<file path="src/rtl/int_sequencer_if.sv">
// PIC handshake plus data-memory port of the interrupt sequencer.
// The master side is the sequencer; the slave side is the PIC and memory.
interface int_sequencer_if;
  logic        interrupt;
  logic [15:0] intVect;
  logic        intAck;

  logic [15:0] mem_addr;
  logic [7:0]  mem_dout;
  logic        mem_w_en;
  logic        mem_r_en;
  logic [7:0]  mem_din;

  modport master (
    input  interrupt, intVect, mem_din,
    output intAck, mem_addr, mem_dout, mem_w_en, mem_r_en
  );

  modport slave (
    output interrupt, intVect, mem_din,
    input  intAck, mem_addr, mem_dout, mem_w_en, mem_r_en
  );
endinterface

</file>
<file path="src/rtl/int_sequencer.sv">
// CPU-side interrupt entry/return sequencer: pushes PC and flags on entry,
// pops them on reti, and drives the PIC acknowledge and the global enable.
module int_sequencer #(
  parameter int FLAG_W = 4
) (
  input  logic                 clk,
  input  logic                 reset,
  int_sequencer_if.master      bus,
  input  logic                 boundary,
  input  logic                 ei,
  input  logic                 di,
  input  logic                 reti,
  input  logic [15:0]          pc_in,
  input  logic [15:0]          sp_in,
  input  logic [FLAG_W-1:0]    flags_in,
  output logic                 busy,
  output logic                 pc_load,
  output logic [15:0]          pc_out,
  output logic                 sp_load,
  output logic [15:0]          sp_out,
  output logic                 flags_load,
  output logic [FLAG_W-1:0]    flags_out,
  output logic                 ie
);

  typedef enum logic [3:0] {
    IDLE,
    PUSH_H,
    PUSH_L,
    PUSH_F,
    VECTOR,
    POP_F,
    POP_L,
    POP_H,
    RET
  } state_e;

  state_e            state_q, state_d;
  logic              ie_q, ie_d;
  logic [15:0]       sp_q, sp_d;
  logic [15:0]       pc_q, pc_d;
  logic [7:0]        fbyte_q, fbyte_d;
  logic [7:0]        pc_l_q, pc_l_d;

  logic              busy_q, busy_d;
  logic              int_ack_q, int_ack_d;
  logic              pc_load_q, pc_load_d;
  logic              sp_load_q, sp_load_d;
  logic              flags_load_q, flags_load_d;
  logic [15:0]       sp_out_q, sp_out_d;
  logic [FLAG_W-1:0] flags_out_q, flags_out_d;
  logic [15:0]       mem_addr_q, mem_addr_d;
  logic [7:0]        mem_dout_q, mem_dout_d;
  logic              mem_w_en_q, mem_w_en_d;
  logic              mem_r_en_q, mem_r_en_d;

  // Flag byte saved on entry: ie in bit 7, flags in the low bits.
  logic [7:0] entry_fbyte;

  always_comb begin
    entry_fbyte                = '0;
    entry_fbyte[FLAG_W-1:0]    = flags_in;
    entry_fbyte[7]             = ie_q;
  end

  always_comb begin
    // NOTE: every variable gets a default first so no path leaves it
    // unassigned; otherwise synthesis infers a latch.
    state_d      = state_q;
    ie_d         = ie_q;
    sp_d         = sp_q;
    pc_d         = pc_q;
    fbyte_d      = fbyte_q;
    pc_l_d       = pc_l_q;
    int_ack_d    = 1'b0;
    pc_load_d    = 1'b0;
    sp_load_d    = 1'b0;
    flags_load_d = 1'b0;
    sp_out_d     = '0;
    flags_out_d  = '0;
    mem_addr_d   = '0;
    mem_dout_d   = '0;
    mem_w_en_d   = 1'b0;
    mem_r_en_d   = 1'b0;

    unique case (state_q)
      IDLE: begin
        if (boundary) begin
          if (reti) begin
            state_d    = POP_F;
            sp_d       = sp_in;
            mem_r_en_d = 1'b1;
            mem_addr_d = sp_in + 16'd1;
          end else if (bus.interrupt && ie_q) begin
            state_d    = PUSH_H;
            sp_d       = sp_in;
            pc_d       = pc_in;
            fbyte_d    = entry_fbyte;
            mem_w_en_d = 1'b1;
            mem_addr_d = sp_in;
            mem_dout_d = pc_in[15:8];
          end else if (di) begin
            ie_d = 1'b0;
          end else if (ei) begin
            ie_d = 1'b1;
          end
        end
      end

      PUSH_H: begin
        state_d    = PUSH_L;
        mem_w_en_d = 1'b1;
        mem_addr_d = sp_q - 16'd1;
        mem_dout_d = pc_q[7:0];
      end

      PUSH_L: begin
        state_d    = PUSH_F;
        mem_w_en_d = 1'b1;
        mem_addr_d = sp_q - 16'd2;
        mem_dout_d = fbyte_q;
      end

      PUSH_F: begin
        state_d   = VECTOR;
        int_ack_d = 1'b1;
        pc_load_d = 1'b1;
        sp_load_d = 1'b1;
        sp_out_d  = sp_q - 16'd3;
      end

      VECTOR: begin
        state_d = IDLE;
        ie_d    = 1'b0;
      end

      POP_F: begin
        state_d    = POP_L;
        mem_r_en_d = 1'b1;
        mem_addr_d = sp_q + 16'd2;
      end

      POP_L: begin
        state_d    = POP_H;
        mem_r_en_d = 1'b1;
        mem_addr_d = sp_q + 16'd3;
        fbyte_d    = bus.mem_din;
      end

      // ie is restored here so the handler's caller sees it during RET.
      POP_H: begin
        state_d      = RET;
        pc_l_d       = bus.mem_din;
        pc_load_d    = 1'b1;
        flags_load_d = 1'b1;
        sp_load_d    = 1'b1;
        sp_out_d     = sp_q + 16'd3;
        flags_out_d  = fbyte_q[FLAG_W-1:0];
        ie_d         = fbyte_q[7];
      end

      RET: begin
        state_d = IDLE;
      end

      default: begin
        state_d = IDLE;
      end
    endcase

    busy_d = (state_d != IDLE);
  end

  always_ff @(posedge clk) begin
    if (reset) begin
      // NOTE: the saved-context registers are reset along with the control
      // state so a sequence aborted by reset leaves no stale PC or flags.
      state_q      <= IDLE;
      ie_q         <= 1'b0;
      sp_q         <= '0;
      pc_q         <= '0;
      fbyte_q      <= '0;
      pc_l_q       <= '0;
      busy_q       <= 1'b0;
      int_ack_q    <= 1'b0;
      pc_load_q    <= 1'b0;
      sp_load_q    <= 1'b0;
      flags_load_q <= 1'b0;
      sp_out_q     <= '0;
      flags_out_q  <= '0;
      mem_addr_q   <= '0;
      mem_dout_q   <= '0;
      mem_w_en_q   <= 1'b0;
      mem_r_en_q   <= 1'b0;
    end else begin
      // NOTE: non-blocking assignments so every flop samples the values
      // from before this edge, independent of statement order.
      state_q      <= state_d;
      ie_q         <= ie_d;
      sp_q         <= sp_d;
      pc_q         <= pc_d;
      fbyte_q      <= fbyte_d;
      pc_l_q       <= pc_l_d;
      busy_q       <= busy_d;
      int_ack_q    <= int_ack_d;
      pc_load_q    <= pc_load_d;
      sp_load_q    <= sp_load_d;
      flags_load_q <= flags_load_d;
      sp_out_q     <= sp_out_d;
      flags_out_q  <= flags_out_d;
      mem_addr_q   <= mem_addr_d;
      mem_dout_q   <= mem_dout_d;
      mem_w_en_q   <= mem_w_en_d;
      mem_r_en_q   <= mem_r_en_d;
    end
  end

  // The vector must be the one presented in the ack cycle, and the popped
  // PC high byte arrives in the RET cycle, so pc_out bypasses a register.
  always_comb begin
    pc_out = '0;
    if (pc_load_q) begin
      pc_out = (state_q == VECTOR) ? bus.intVect : {bus.mem_din, pc_l_q};
    end
  end

  assign busy         = busy_q;
  assign pc_load      = pc_load_q;
  assign sp_load      = sp_load_q;
  assign sp_out       = sp_out_q;
  assign flags_load   = flags_load_q;
  assign flags_out    = flags_out_q;
  assign ie           = ie_q;
  assign bus.intAck   = int_ack_q;
  assign bus.mem_addr = mem_addr_q;
  assign bus.mem_dout = mem_dout_q;
  assign bus.mem_w_en = mem_w_en_q;
  assign bus.mem_r_en = mem_r_en_q;

endmodule

</file>
<file path="src/flat_wrapper.sv">
// flat-port wrapper written by rule: the top's interface ports become plain ports
module int_sequencer_flat 
#(
  parameter int FLAG_W = 4
)
  (clk, reset, boundary, ei, di, reti, pc_in, sp_in, flags_in, busy, pc_load, pc_out, sp_load, sp_out, flags_load, flags_out, ie, bus_interrupt, bus_intVect, bus_mem_din, bus_intAck, bus_mem_addr, bus_mem_dout, bus_mem_w_en, bus_mem_r_en);
  int_sequencer_if bus_i ();
  input  logic clk;
  input  logic reset;
  input  logic boundary;
  input  logic ei;
  input  logic di;
  input  logic reti;
  input  logic [15:0] pc_in;
  input  logic [15:0] sp_in;
  input  logic [FLAG_W-1:0] flags_in;
  output logic busy;
  output logic pc_load;
  output logic [15:0] pc_out;
  output logic sp_load;
  output logic [15:0] sp_out;
  output logic flags_load;
  output logic [FLAG_W-1:0] flags_out;
  output logic ie;
  input wire logic [$bits(bus_i.interrupt)-1:0] bus_interrupt;
  input wire logic [$bits(bus_i.intVect)-1:0] bus_intVect;
  input wire logic [$bits(bus_i.mem_din)-1:0] bus_mem_din;
  output wire logic [$bits(bus_i.intAck)-1:0] bus_intAck;
  output wire logic [$bits(bus_i.mem_addr)-1:0] bus_mem_addr;
  output wire logic [$bits(bus_i.mem_dout)-1:0] bus_mem_dout;
  output wire logic [$bits(bus_i.mem_w_en)-1:0] bus_mem_w_en;
  output wire logic [$bits(bus_i.mem_r_en)-1:0] bus_mem_r_en;
  assign bus_i.interrupt = bus_interrupt;
  assign bus_i.intVect = bus_intVect;
  assign bus_i.mem_din = bus_mem_din;
  assign bus_intAck = bus_i.intAck;
  assign bus_mem_addr = bus_i.mem_addr;
  assign bus_mem_dout = bus_i.mem_dout;
  assign bus_mem_w_en = bus_i.mem_w_en;
  assign bus_mem_r_en = bus_i.mem_r_en;
  int_sequencer #(.FLAG_W(FLAG_W)) u_core (.clk(clk), .reset(reset), .bus(bus_i), .boundary(boundary), .ei(ei), .di(di), .reti(reti), .pc_in(pc_in), .sp_in(sp_in), .flags_in(flags_in), .busy(busy), .pc_load(pc_load), .pc_out(pc_out), .sp_load(sp_load), .sp_out(sp_out), .flags_load(flags_load), .flags_out(flags_out), .ie(ie));
endmodule
</file>
<file path="config.mk">
export PLATFORM = sky130hd
export DESIGN_NAME = int_sequencer_flat
export DESIGN_NICKNAME = d
export VERILOG_FILES = /design/src/rtl/int_sequencer_if.sv /design/src/rtl/int_sequencer.sv /design/src/flat_wrapper.sv
export SDC_FILE = /design/constraint.sdc
export NUM_CORES = 1
export LEC_CHECK = 0
export CAP_MARGIN = 20
export CORE_ASPECT_RATIO = 1.1
export CORE_MARGIN = 8
export CORE_UTILIZATION = 51
export CTS_CLUSTER_SIZE = 14
export DETAILED_ROUTE_END_ITERATION = 8
export GPL_ROUTABILITY_DRIVEN = 0
export PLACE_DENSITY = 0.81
export SYNTH_ARGS = -nofsm -noshare
export SYNTH_HDL_FRONTEND = slang
export SYNTH_SLANG_ARGS = --single-unit
export TNS_END_PERCENT = 20
</file>
<file path="constraint.sdc">
create_clock -name clk -period 3.8 [get_ports clk]
set_input_delay 0.38 -clock clk [delete_from_list [all_inputs] [get_ports clk]]
set_output_delay 0.38 -clock clk [all_outputs]
set_load 0.01 [all_outputs]
</file>
* Yosys cells after proc, flatten, opt, wreduce, memory -nomap -nowiden *
Index checks and enable logic that the tools add are counted.

word-level totals
  flip-flop bits (word level) = 95
  input port bits = 67
  output and inout port bits = 68
  word-level logic and storage cells = 87

cells by class
  $add $sub $neg = 6
  equality and inequality tests = 12
  muxes and demuxes = 37
  bitwise operators = 2
  reductions and logical operators = 14

operator list
  kind                   number
  $mux 16                7
  $pmux 16 s5            1
  $mux 8                 6
  $add 16x2->16 const B  2
  $pmux 16 s2            1
  $sub 16x2->16 const B  2
  $pmux 4 s7             1
  $pmux 8 s3             1
  $add 16x1->16 const B  1
  $eq 4x3->1 const B     4
  $pmux 8 s2             1
  $sub 16x1->16 const B  1
  $mux 1                 13
  $mux 4                 3
  $eq 4x2->1 const B     2
  $reduce_and 4->1       2
  $reduce_or 2->1        4
  $ne 2x2->1 const B     3
  $reduce_and 5->1       1
  $eq 4x1->1 const B     1
  $logic_not 4->1        1
  $pmux 1 s2             2
  $reduce_bool 2->1      2
  $reduce_bool 4->1      1
  7 further kinds        8

* Depth between registers and ports, before layout *
Gate-level depths: netlist (run 1).

  depth in word-level cells = 6
  depth in mapped cells = 11
  mapped depth without buffers = 9

* Worst setup path before layout (run 1) *
Ideal clock, no wire load.

  kind = register -> register
  from = reg u_core.state_q[2]
  to = reg u_core.mem_addr_q[15], in the netlist u_core.bus.mem_addr[15]
  setup time = 0.079 ns
  data arrival time = 2.839 ns
  required time = 3.721 ns
  setup slack = 0.882 ns
  stages on the path, launching flop included = 11
  buffers on the path = 1
  clock period less this slack = 2.918 ns
  cell sequence = dfxtp_1 -> clkbuf_1 -> nand2b_1 -> or2_2 -> fa_1 -> a21o_1 -> a221oi_2 -> nor2_1 -> or4_1 -> a21o_1 -> o211ai_1

between the ends
  word-level cells in the longest chain between the ends = 2
  elaborated cells between the ends (all ways) = 6
  those cells by class = 4 x eq/ne; 1 x mux; 1 x reduce/logical

ends and longest elaborated chain
  what                                line                  text
  from (decl)                         int_sequencer.sv:38   state_e state_q, state_d;
  from (signal assigned)              int_sequencer.sv:198  state_q <= state_d;
  $eq 4x3->1 (tied with other cells)  int_sequencer.sv:86   unique case (state_q)
  $pmux 16 s5 *                       int_sequencer.sv:86
  to (signal assigned)                int_sequencer.sv:211  mem_addr_q <= mem_addr_d;
  to (decl)                           int_sequencer.sv:52   logic [15:0] mem_addr_q, mem_addr_d;

Every way passes the cells marked *; elsewhere a longest branch is shown, timed or not.
A chain may end at the register's enable or synchronous reset.

* Worst setup path in the final report (run 1) *
Ends and elaborated chain as after synthesis.

==> results.py, run 1 <==
metrics = {
    "status": {
        "status": "finished clean",
    },
    "clocking": {
        "htree_levels": 3,
        "clk_pin_slew_ns": 0.07,
        "cts_hold_buf": 0,
        "cts_num_sinks": 95,
        "cts_root_buffer": "clkbuf_16",
        "insertion_delay_ns": 0.36,
        "numCtsBuffers": 9,
        "postCtsSetupBuffers": 0,
        "cts_tree": "done",
        "clockBufferDepth": 2,
        "cts-resized-gates": 0,
    },
    "power": {
        "pwr-share-seq": 0.399,
        "switching_share": 0.335,
        "p_int_mw": 1.86,
        "powerDensity_nw_per_um2": 377,
        "p_sw_mw": 0.940,
        "p_clk_frac": 0.326,
        "comb_power_share": 0.275,
        "vdd_drop_max_mv": 0.201,
        "total_power_mw": 2.80,
        "p_leak_nw": 2.65,
    },
    "worst_setup_path": {
        "cp_cell_sequence": "nand2b_1, or2_2, fa_1, a21o_1, a221oi_2, nor2_1, or4_1, a21o_1, o211ai_1",
        "cp.required_ns": 4.08,
        "cp-end-kind": "flip-flop",
        "cp_slowest_cell": "dfxtp_1",
        "cpMostUsedCell": "a21o_1",
        "slowest_delay_ns": 0.66,
        "crit_fanout": 17,
        "cp-start-kind": "flip-flop",
        "path_class": "reg2reg",
        "critPathArrivalTime_ns": 3.78,
        "r2r_cells": 9,
    },
    "worst_hold_path": {
        "hp-class": "reg2reg",
        "min_delay_path_depth": 2,
    },
    "final_layout": {
        "diodes": 0,
        "fillers": 989,
        "postLayoutCellArea_um2": 7440,
        "num-nets-final": 962,
        "area_delta_synth_final_pct": 28.7,
        "fin_util": 0.659,
        "drive_above_1_share": 0.0544,
    },
    "grt": {
        "grt_max_degree": 49,
        "grt_pass1_wl_um": 31600,
        "grt_pass1_vias": 6448,
        "gr-usage-all-layers": 0.253,
        "grt-ovfl-total": 0,
        "antenna_found_initial": 0,
    },
    "placement": {
        "place_hpwl_um": 14200,
        "port_buffers": 134,
        "dpl_cell_area_um2": 7140,
    },
    "logic_synthesis": {
        "synth_warnings": 0,
        "synthCells": 783,
        "async_flop_share": 0,
        "synth_ff_type": "dfxtp_1",
        "synth_seq_cells": 95,
        "synth.distinct_cells": 69,
        "syn_nets": 868,
        "seq_area_frac_synth": 0.329,
        "avgSynthCellArea_um2": 7.39,
        "netlist_area_um2": 5780,
        "synth-edff-count": 0,
    },
    "timing": {
        "worstMarginPinSlew_ns": 0.950,
        "finalSetupViolCount": 0,
        "setup-tns-final_ns": 0,
        "fin_crit_sh": 0.922,
        "relSlewSlack": 0.363,
        "drv_slew": 0,
        "hold_viol_final": 0,
        "skew_ns": 0.0113,
        "rsz0062_at_grt": "false",
        "max_freq_ghz": 0.286,
        "fin_crit_ns": 3.50,
    },
    "route": {
        "final_antenna_net_count": 0,
        "drc": 0,
        "num_vias": 6537,
        "drt-vias-per-instance": 6.33,
        "wirelength_um": 19800,
        "firstDrtPassIters": 7,
        "wl_per_cell_um": 19.2,
        "drt_iter0_markers": 625,
    },
    "die": {
        "die_area_um2": 15000,
        "dieWidth_um": 118,
        "num_rows": 41,
        "fp.coreArea_um2": 11300,
        "dieHeight_um": 128,
        "boundaryPins": 135,
        "start_util": 0.512,
    },
    "run": {
        "drv_cap": 0,
    },
}
layer usage:
layer,global-route usage,wire (µm),vias to the layer above
li1,-,-,3041
met4,0.170,1090,0
met1,0.275,7450,2971
met3,0.0885,2230,85
met5,0,0,-
met2,0.414,9020,440
path summary, 6_finish.rpt:
kind	startpoint	to	slack, ns
max	u_core.state_q[2]	u_core.bus.mem_addr[15]	0.30
min	u_core.pc_l_q[2]	u_core.pc_l_q[2]	0.46
max reg2reg	u_core.state_q[2]	u_core.bus.mem_addr[15]	0.30
min reg2reg	u_core.pc_l_q[2]	u_core.pc_l_q[2]	0.46
synth_stat cells, drive strengths merged (4+ instances only):
cell type | number | area share
nand2 | 154 | 0.10
dfxtp | 95 | 0.33
a21oi | 82 | 0.072
nor2 | 56 | 0.036
clkbuf | 44 | 0.029
o21ai | 33 | 0.029
nor3 | 26 | 0.023
nand3 | 22 | 0.019
buf | 18 | 0.016
a21boi | 17 | 0.022
ha | 17 | 0.037
inv | 13 | 0.0084
o22ai | 11 | 0.012
a21o | 10 | 0.013
a221oi | 10 | 0.016
a22oi | 10 | 0.013
and3 | 10 | 0.011
nor4 | 10 | 0.013
xnor2 | 10 | 0.015
nand2b | 9 | 0.0097
nand4 | 9 | 0.0097
o211ai | 9 | 0.013
or2 | 9 | 0.0097
or3 | 9 | 0.0097
a222oi | 8 | 0.014
a31oi | 7 | 0.0076
or4 | 6 | 0.0078
a211oi | 5 | 0.0065
and2 | 5 | 0.0054
o221ai | 5 | 0.0076
o31ai | 5 | 0.0065
xor2 | 5 | 0.0076
a311oi | 4 | 0.0061
nand3b | 4 | 0.0052
cell families (layout without fill, tap and decap cells):
group | after synthesis | count (layout) | share of synthesized area
compound gates | 239 | 239 | 0.275
buf+inv | 75 | 174 | 0.0534
xor+xnor | 15 | 15 | 0.0227
simple gates | 336 | 336 | 0.271
fa+ha+maj | 18 | 18 | 0.0402
flops | 95 | 95 | 0.329
mux | 5 | 5 | 0.00930
per-stage QoR:
stage	hold WS (ns)	setup slack (ns)	std cells
detailed placement	0.449	0.361	1016
global route	0.480	0.0998	1032
floorplan	0.436	0.882	783
CTS	0.460	0.338	1032
finish	0.458	0.298	1032
global placement	0.441	0.550	1016
power groups by stage:
stage / combinational (mW) / clock [mW] / sequential [mW]
floorplan: 0.476 / 0 / 1.12
global placement: 0.730 / 0 / 1.14
detailed placement: 0.751 / 0 / 1.14
CTS: 0.756 / 0.925 / 1.11
global route: 0.830 / 0.962 / 1.12
finish: 0.770 / 0.915 / 1.12
state kept, by name (all words and copies together) (netlist names):
name,count
u_core.bus.intAck,1
u_core.pc_q,8
u_core.sp_q,16
u_core.flags_load,1
u_core.fbyte_q,8
u_core.busy,1
u_core.pc_l_q,8
u_core.state_q,4
u_core.sp_out,16
u_core.bus.mem_r_en,1
u_core.pc_load,1
u_core.bus.mem_w_en,1
u_core.ie,1
u_core.bus.mem_addr,16
u_core.bus.mem_dout,8
u_core.flags_out,4
cell type report:
class | count | area, µm² | area share
Sequential cell | 95 | 1900 | 0.256
Clock inverter | 7 | 72.6 | 0.00975
Clock buffer | 9 | 225 | 0.0303
Inverter | 13 | 48.8 | 0.00656
Multi-Input combinational cell | 613 | 3580 | 0.481
Tap cell | 150 | 188 | 0.0252
Timing Repair Buffer | 145 | 1420 | 0.191
worst max-delay path: cells and delay by family (launching register included):
family,cells,cell delay [ns]
and+or+nand+nor,4,1.40
adders and majority gates,1,0.46
AOI/OAI and AO/OA,4,0.89
DFF,1,0.66
cells in the final DEF (no fill, tap or decap), types with 3 or more instances in the layout:
master and instances:
nand3b_1 4, or4_1 6, a22oi_1 10, a21boi_0 16
a221oi_1 9, and3_1 10, ha_1 17, a21o_1 10
xnor2_1 10, clkdlybuf4s50_1 134, a21oi_1 81, mux2_2 3
or2_2 7, clkbuf_16 9, xor2_1 5, o221ai_1 5
a31oi_1 7, o22ai_1 11, nor4_1 9, nor2_1 56
nor3_1 24, o31ai_1 5, o21ai_0 31, a311oi_1 4
nand4_1 9, dfxtp_1 95, buf_4 11, a222oi_1 8
nand2_1 154, nand2b_1 9, inv_1 11, o211ai_1 8
nand3_1 22, and2_1 5, a32oi_1 3, or3_1 9
a211oi_1 5
Note: power is estimated with default switching activity, not from simulation.
==> inputs of run 2 (changes only) <==
Settings changed: CORE_UTILIZATION 51 to 35, PLACE_DENSITY 0.81 to not set.
==> results.py, run 2 (same netlist as run 1, synthesis figures left out) <==
metrics = {
    "status": {
        "status": "finished clean",
    },
    "power": {
        "vdd_drop_max_mv": 0.214,
        "powerDensity_nw_per_um2": 371,
        "p_leak_nw": 2.68,
    },
    "die": {
        "boundaryPins": 135,
        "start_util": 0.356,
        "die_area_um2": 20900,
        "dieHeight_um": 151,
        "dieWidth_um": 139,
        "fp.coreArea_um2": 16200,
        "num_rows": 49,
    },
    "timing": {
        "finalSetupViolCount": 0,
        "skew_ns": 0.00974,
        "whs_ns": 0.457,
        "rsz0062_at_grt": "false",
        "drv_slew": 0,
        "relSlewSlack": 0.405,
        "fin_crit_ns": 3.27,
        "worstMarginPinSlew_ns": 0.892,
        "hold_viol_final": 0,
        "setup-tns-final_ns": 0,
        "max_freq_ghz": 0.305,
        "fin_crit_sh": 0.862,
    },
    "final_layout": {
        "fillers": 1649,
        "final_common_cell": "nand2_1",
        "drive_above_1_share": 0.0598,
        "num-nets-final": 967,
        "postLayoutCellArea_um2": 7550,
        "final_cell_mix": "154 x nand2_1, 134 x clkdlybuf4s50_1, 95 x dfxtp_1, 81 x a21oi_1, 56 x nor2_1",
        "area_delta_synth_final_pct": 30.5,
        "diodes": 0,
    },
    "route": {
        "drt_iter0_markers": 599,
        "wl_per_cell_um": 18.5,
        "firstDrtPassIters": 7,
        "wirelength_um": 20200,
        "num_vias": 6211,
        "final_antenna_net_count": 0,
        "drt-vias-per-instance": 5.69,
        "drc": 0,
    },
    "worst_setup_path": {
        "cpMostUsedCell": "a21o_1",
        "path_class": "reg2reg",
        "critPathArrivalTime_ns": 3.55,
        "cp-start-kind": "flip-flop",
        "cp.required_ns": 4.08,
        "cp-end-kind": "flip-flop",
        "slowest_delay_ns": 0.58,
        "crit_family": "simple AND/OR/NAND/NOR gates",
        "crit_fanout": 16,
        "crit_buf_inv": 0,
        "cp_slowest_cell": "dfxtp_1",
        "cp_cell_sequence": "nand2b_1, or2_2, fa_1, a21o_1, a221oi_2, nor2_1, or4_1, a21o_1, o211ai_1",
    },
    "run": {
        "drv_cap": 0,
    },
    "grt": {
        "antenna_found_initial": 1,
        "grt_pass1_wl_um": 32200,
        "busiest_layer": "met2",
        "grt_pass1_vias": 6091,
        "gr-usage-all-layers": 0.191,
        "use_met3": 0.0674,
        "grtUsageMet1": 0.225,
        "grt-ovfl-total": 0,
        "grt_max_degree": 48,
        "gr-usage-met2": 0.310,
    },
    "clocking": {
        "clockBufferDepth": 2,
        "clk_pin_slew_ns": 0.07,
        "cts_root_buffer": "clkbuf_16",
        "numCtsBuffers": 9,
        "cts-resized-gates": 0,
        "postCtsSetupBuffers": 0,
        "cts_hold_buf": 0,
        "cts_tree": "done",
        "htree_levels": 3,
        "cts_num_sinks": 95,
        "insertion_delay_ns": 0.36,
    },
    "worst_hold_path": {
        "hp-class": "reg2reg",
    },
    "placement": {
        "dpl_cell_area_um2": 7250,
        "place_hpwl_um": 15200,
        "port_buffers": 134,
    },
}
run 2: power by group:
group | leakage [nW] | internal [mW] | switching [mW] | total (mW)
logic | 1.76 | 0.351 | 0.418 | 0.769
clock network | 0.143 | 0.465 | 0.449 | 0.913
registers | 0.771 | 1.05 | 0.0630 | 1.11
total | 2.68 | 1.87 | 0.930 | 2.80
run 2: through the flow:
stage                     setup WS, ns  utilization  cells  total power [mW]
final                            0.525        0.465   1091              2.80
after floorplan                  0.882            -    783              1.59
after global routing             0.298        0.465   1091              2.95
after detailed placement         0.605        0.446   1075              1.90
after global placement           0.664        0.446   1075              1.90
after CTS                        0.579        0.465   1091              2.82
run 2: final cells by class:
type                            instances  area (µm²)  share of cell area
Multi-Input combinational cell        613        3580               0.475
Tap cell                              204         255              0.0338
Clock buffer                            9         225              0.0298
Clock inverter                          7        72.6             0.00962
Inverter                               13        48.8             0.00647
Timing Repair Buffer                  150        1460               0.194
Sequential cell                        95        1900               0.252
run 2: routing by layer:
metal  vias up  share of wire
met1      2894           0.42
met3        38          0.082
met2       232           0.46
met5         -        0.00064
li1       3045              -
met4         2          0.032
run 2: path summary, 6_finish.rpt:
check                    start                 endpoint  slack, ns  cells past startpoint
max          u_core.state_q[0]  u_core.bus.mem_addr[15]       0.53                      9
min reg2reg   u_core.pc_l_q[3]         u_core.pc_l_q[3]       0.46                      2
max reg2reg  u_core.state_q[0]  u_core.bus.mem_addr[15]       0.53                      9
min           u_core.pc_l_q[3]         u_core.pc_l_q[3]       0.46                      2
run 2: tightest hold or removal path: cells and delay by family (launching register included):
| family | cells | cell delay, ns |
|---|---|---|
| and+or+nand+nor | 1 | 0.05 |
| AOI/OAI and AO/OA | 1 | 0.05 |
| DFF | 1 | 0.31 |
==> inputs of run 3 (changes only) <==
Settings changed: HOLD_SLACK_MARGIN set to 0.1.
==> results of run 3 <==
Final layout, timing and power as in run 2 (identical DEF).
==> RTL edit (flow settings as in run 3) <==
Re-encode `state_e` (9 states) as Gray code, 4 bits wide.
--- a/src/rtl/int_sequencer.sv
+++ b/src/rtl/int_sequencer.sv
@@ -26,11 +26,11 @@
   typedef enum logic [3:0] {
-    IDLE,
-    PUSH_H,
-    PUSH_L,
-    PUSH_F,
-    VECTOR,
-    POP_F,
-    POP_L,
-    POP_H,
-    RET
+    IDLE   = 4'b0000,
+    PUSH_H = 4'b0001,
+    PUSH_L = 4'b0011,
+    PUSH_F = 4'b0010,
+    VECTOR = 4'b0110,
+    POP_F  = 4'b0111,
+    POP_L  = 4'b0101,
+    POP_H  = 4'b0100,
+    RET    = 4'b1100
   } state_e;
Behaviour: no difference found for any inputs over 10 cycles, from zero or initial values and one cycle with reset high; not proved beyond that.
==> RTL edit against run 3 <==
- total power grew 9.5%
- clock skew is essentially flat
- final area grew 0.91%
- sequential cell count is the same
- wire length shrank 2.1%
- die area grew 2.2%
- worst hold slack lost 0.038 ns
- worst setup slack lost 0.12 ns
- fmax shrank 3.5%
- area after synthesis grew 2.5%
- first-iteration DRC count shrank 33%
==> RTL edit: results (changes against run 3) <==
- Seq/Total Area, Yosys: 0.321 (-0.00812)
- Wirelength, routed: 19.8 mm (-2.1%)
- Dpl ws: 0.450 ns (-0.155 ns)
- Worst hold path class: primary input to flip-flop
- Xor/xnor share of the synthesized area: 0.0251 (+0.00239)
- Antenna violations before repair: 0 (-1)
- Post-route cell area: 7620 um2 (+0.91%)
- Largest family of logic cells by synthesized area: simple AND/OR/NAND/NOR gates
- Maximum vdd drop: 0.223 mV (+4.1%)
- DRT iter0 DRCs: 402 (-33%)
- Largest net degree at the start of global routing: 38 (-21%)
- Worst path slowest cell: or2_2
- Synth Area in Compound Gates: 0.252 (-0.0224)
- Worst reg-to-reg setup slack: 0.41 ns (-0.12 ns)
- Gr usage total: 0.182 (-0.00986)
- Slowest cell delay on critical path: 0.52 ns (-0.06 ns)
- Leakage dissipation: 2.72 nW (+1.6%)
- Hold path start: reset
- Layout fillers: 1689 (+2.4%)
- Reg2reg start: u_core.state_q[3]
- Least-Margin Pin Slew: 0.996 ns (+0.104 ns)
- Post-Layout Cell Count: 1086 (-0.46%)
- Number of global-route vias before repair: 5862 (-3.8%)
- Outcome: complete, no violations
- Worst Hold Endpoint: u_core.fbyte_q[5]
- Adder-cell share of the synthesized area: 0.0414 (+0.00112)
- Yosys cell types: 74 (+7.2%)
- Placed inst area: 7330 um2 (+1.1%)
- Fraction of synthesized area in multiplexers: 0.0169 (+0.00758)
- Min Hold Slack: 0.419 ns (-0.0382 ns)
- Post-layout net count: 959 (-0.83%)
- Via count: 6125 (-1.4%)
- Layout cells sized above 1: 0.0672 (+0.00745)
- DP Wirelength: 14.8 mm (-2.8%)
- Ranking of synthesized cells by area: dfxtp_1 (32%), nand2_1 (9.6%), a21oi_1 (7.0%), ha_1 (3.8%), nor2_1 (3.7%)
- Most common library cells after synthesis: nand2_1 (152), dfxtp_1 (95), a21oi_1 (83)
- Clock Skews: 0.00987 ns (+0.000129 ns)
## RTL edit: cell count changes after synthesis, sizes merged, moves of 5 or more
cell / before / now
a31oi: 7 / 12
and3: 10 / 5
buf: 18 / 33
clkbuf: 44 / 33
mux2i: 2 / 10
nand3: 22 / 30
nor2: 56 / 61
nor2b: 0 / 5
nor3: 26 / 15
o211ai: 9 / 4
or2: 9 / 3
## RTL edit: worst max-delay path by stage
stage | start | endpoint | slack, ns | depth (start not counted)
finish | u_core.state_q[3] | u_core.bus.mem_addr[15] | 0.41 | 9
global route | u_core.state_q[3] | u_core.bus.mem_addr[15] | 0.29 | 9
CTS | u_core.state_q[3] | u_core.bus.mem_addr[15] | 0.42 | 9
detailed placement | u_core.state_q[3] | u_core.bus.mem_addr[15] | 0.45 | 9
global placement | u_core.state_q[3] | u_core.bus.mem_addr[15] | 0.52 | 9
floorplan | u_core.state_q[1] | u_core.bus.mem_addr[15] | 0.86 | 10
## RTL edit: layer usage
metal | vias up | GRT usage | share of wire
li1 | 2994 | - | -
met2 | 222 | 0.312 | 0.49
met5 | - | 0 | 0
met3 | 26 | 0.0611 | 0.075
met4 | 0 | 0.0549 | 0.018
met1 | 2883 | 0.209 | 0.42
## RTL edit: final cells by class
| type | instances | share of cell area |
|---|---|---|
| multi-input cells | 605 | 0.480 |
| inverters | 10 | 0.00493 |
| clock inverters | 7 | 0.00805 |
| flip-flops and latches | 95 | 0.250 |
| repair buffers | 152 | 0.193 |
| clock buffers | 9 | 0.0296 |
| well taps | 208 | 0.0342 |
## RTL edit: report_power, final
part / internal (mW) / switching [mW] / leakage (nW)
Combinational: 0.453 / 0.555 / 1.81
Sequential: 1.08 / 0.0859 / 0.771
Clock: 0.457 / 0.431 / 0.135
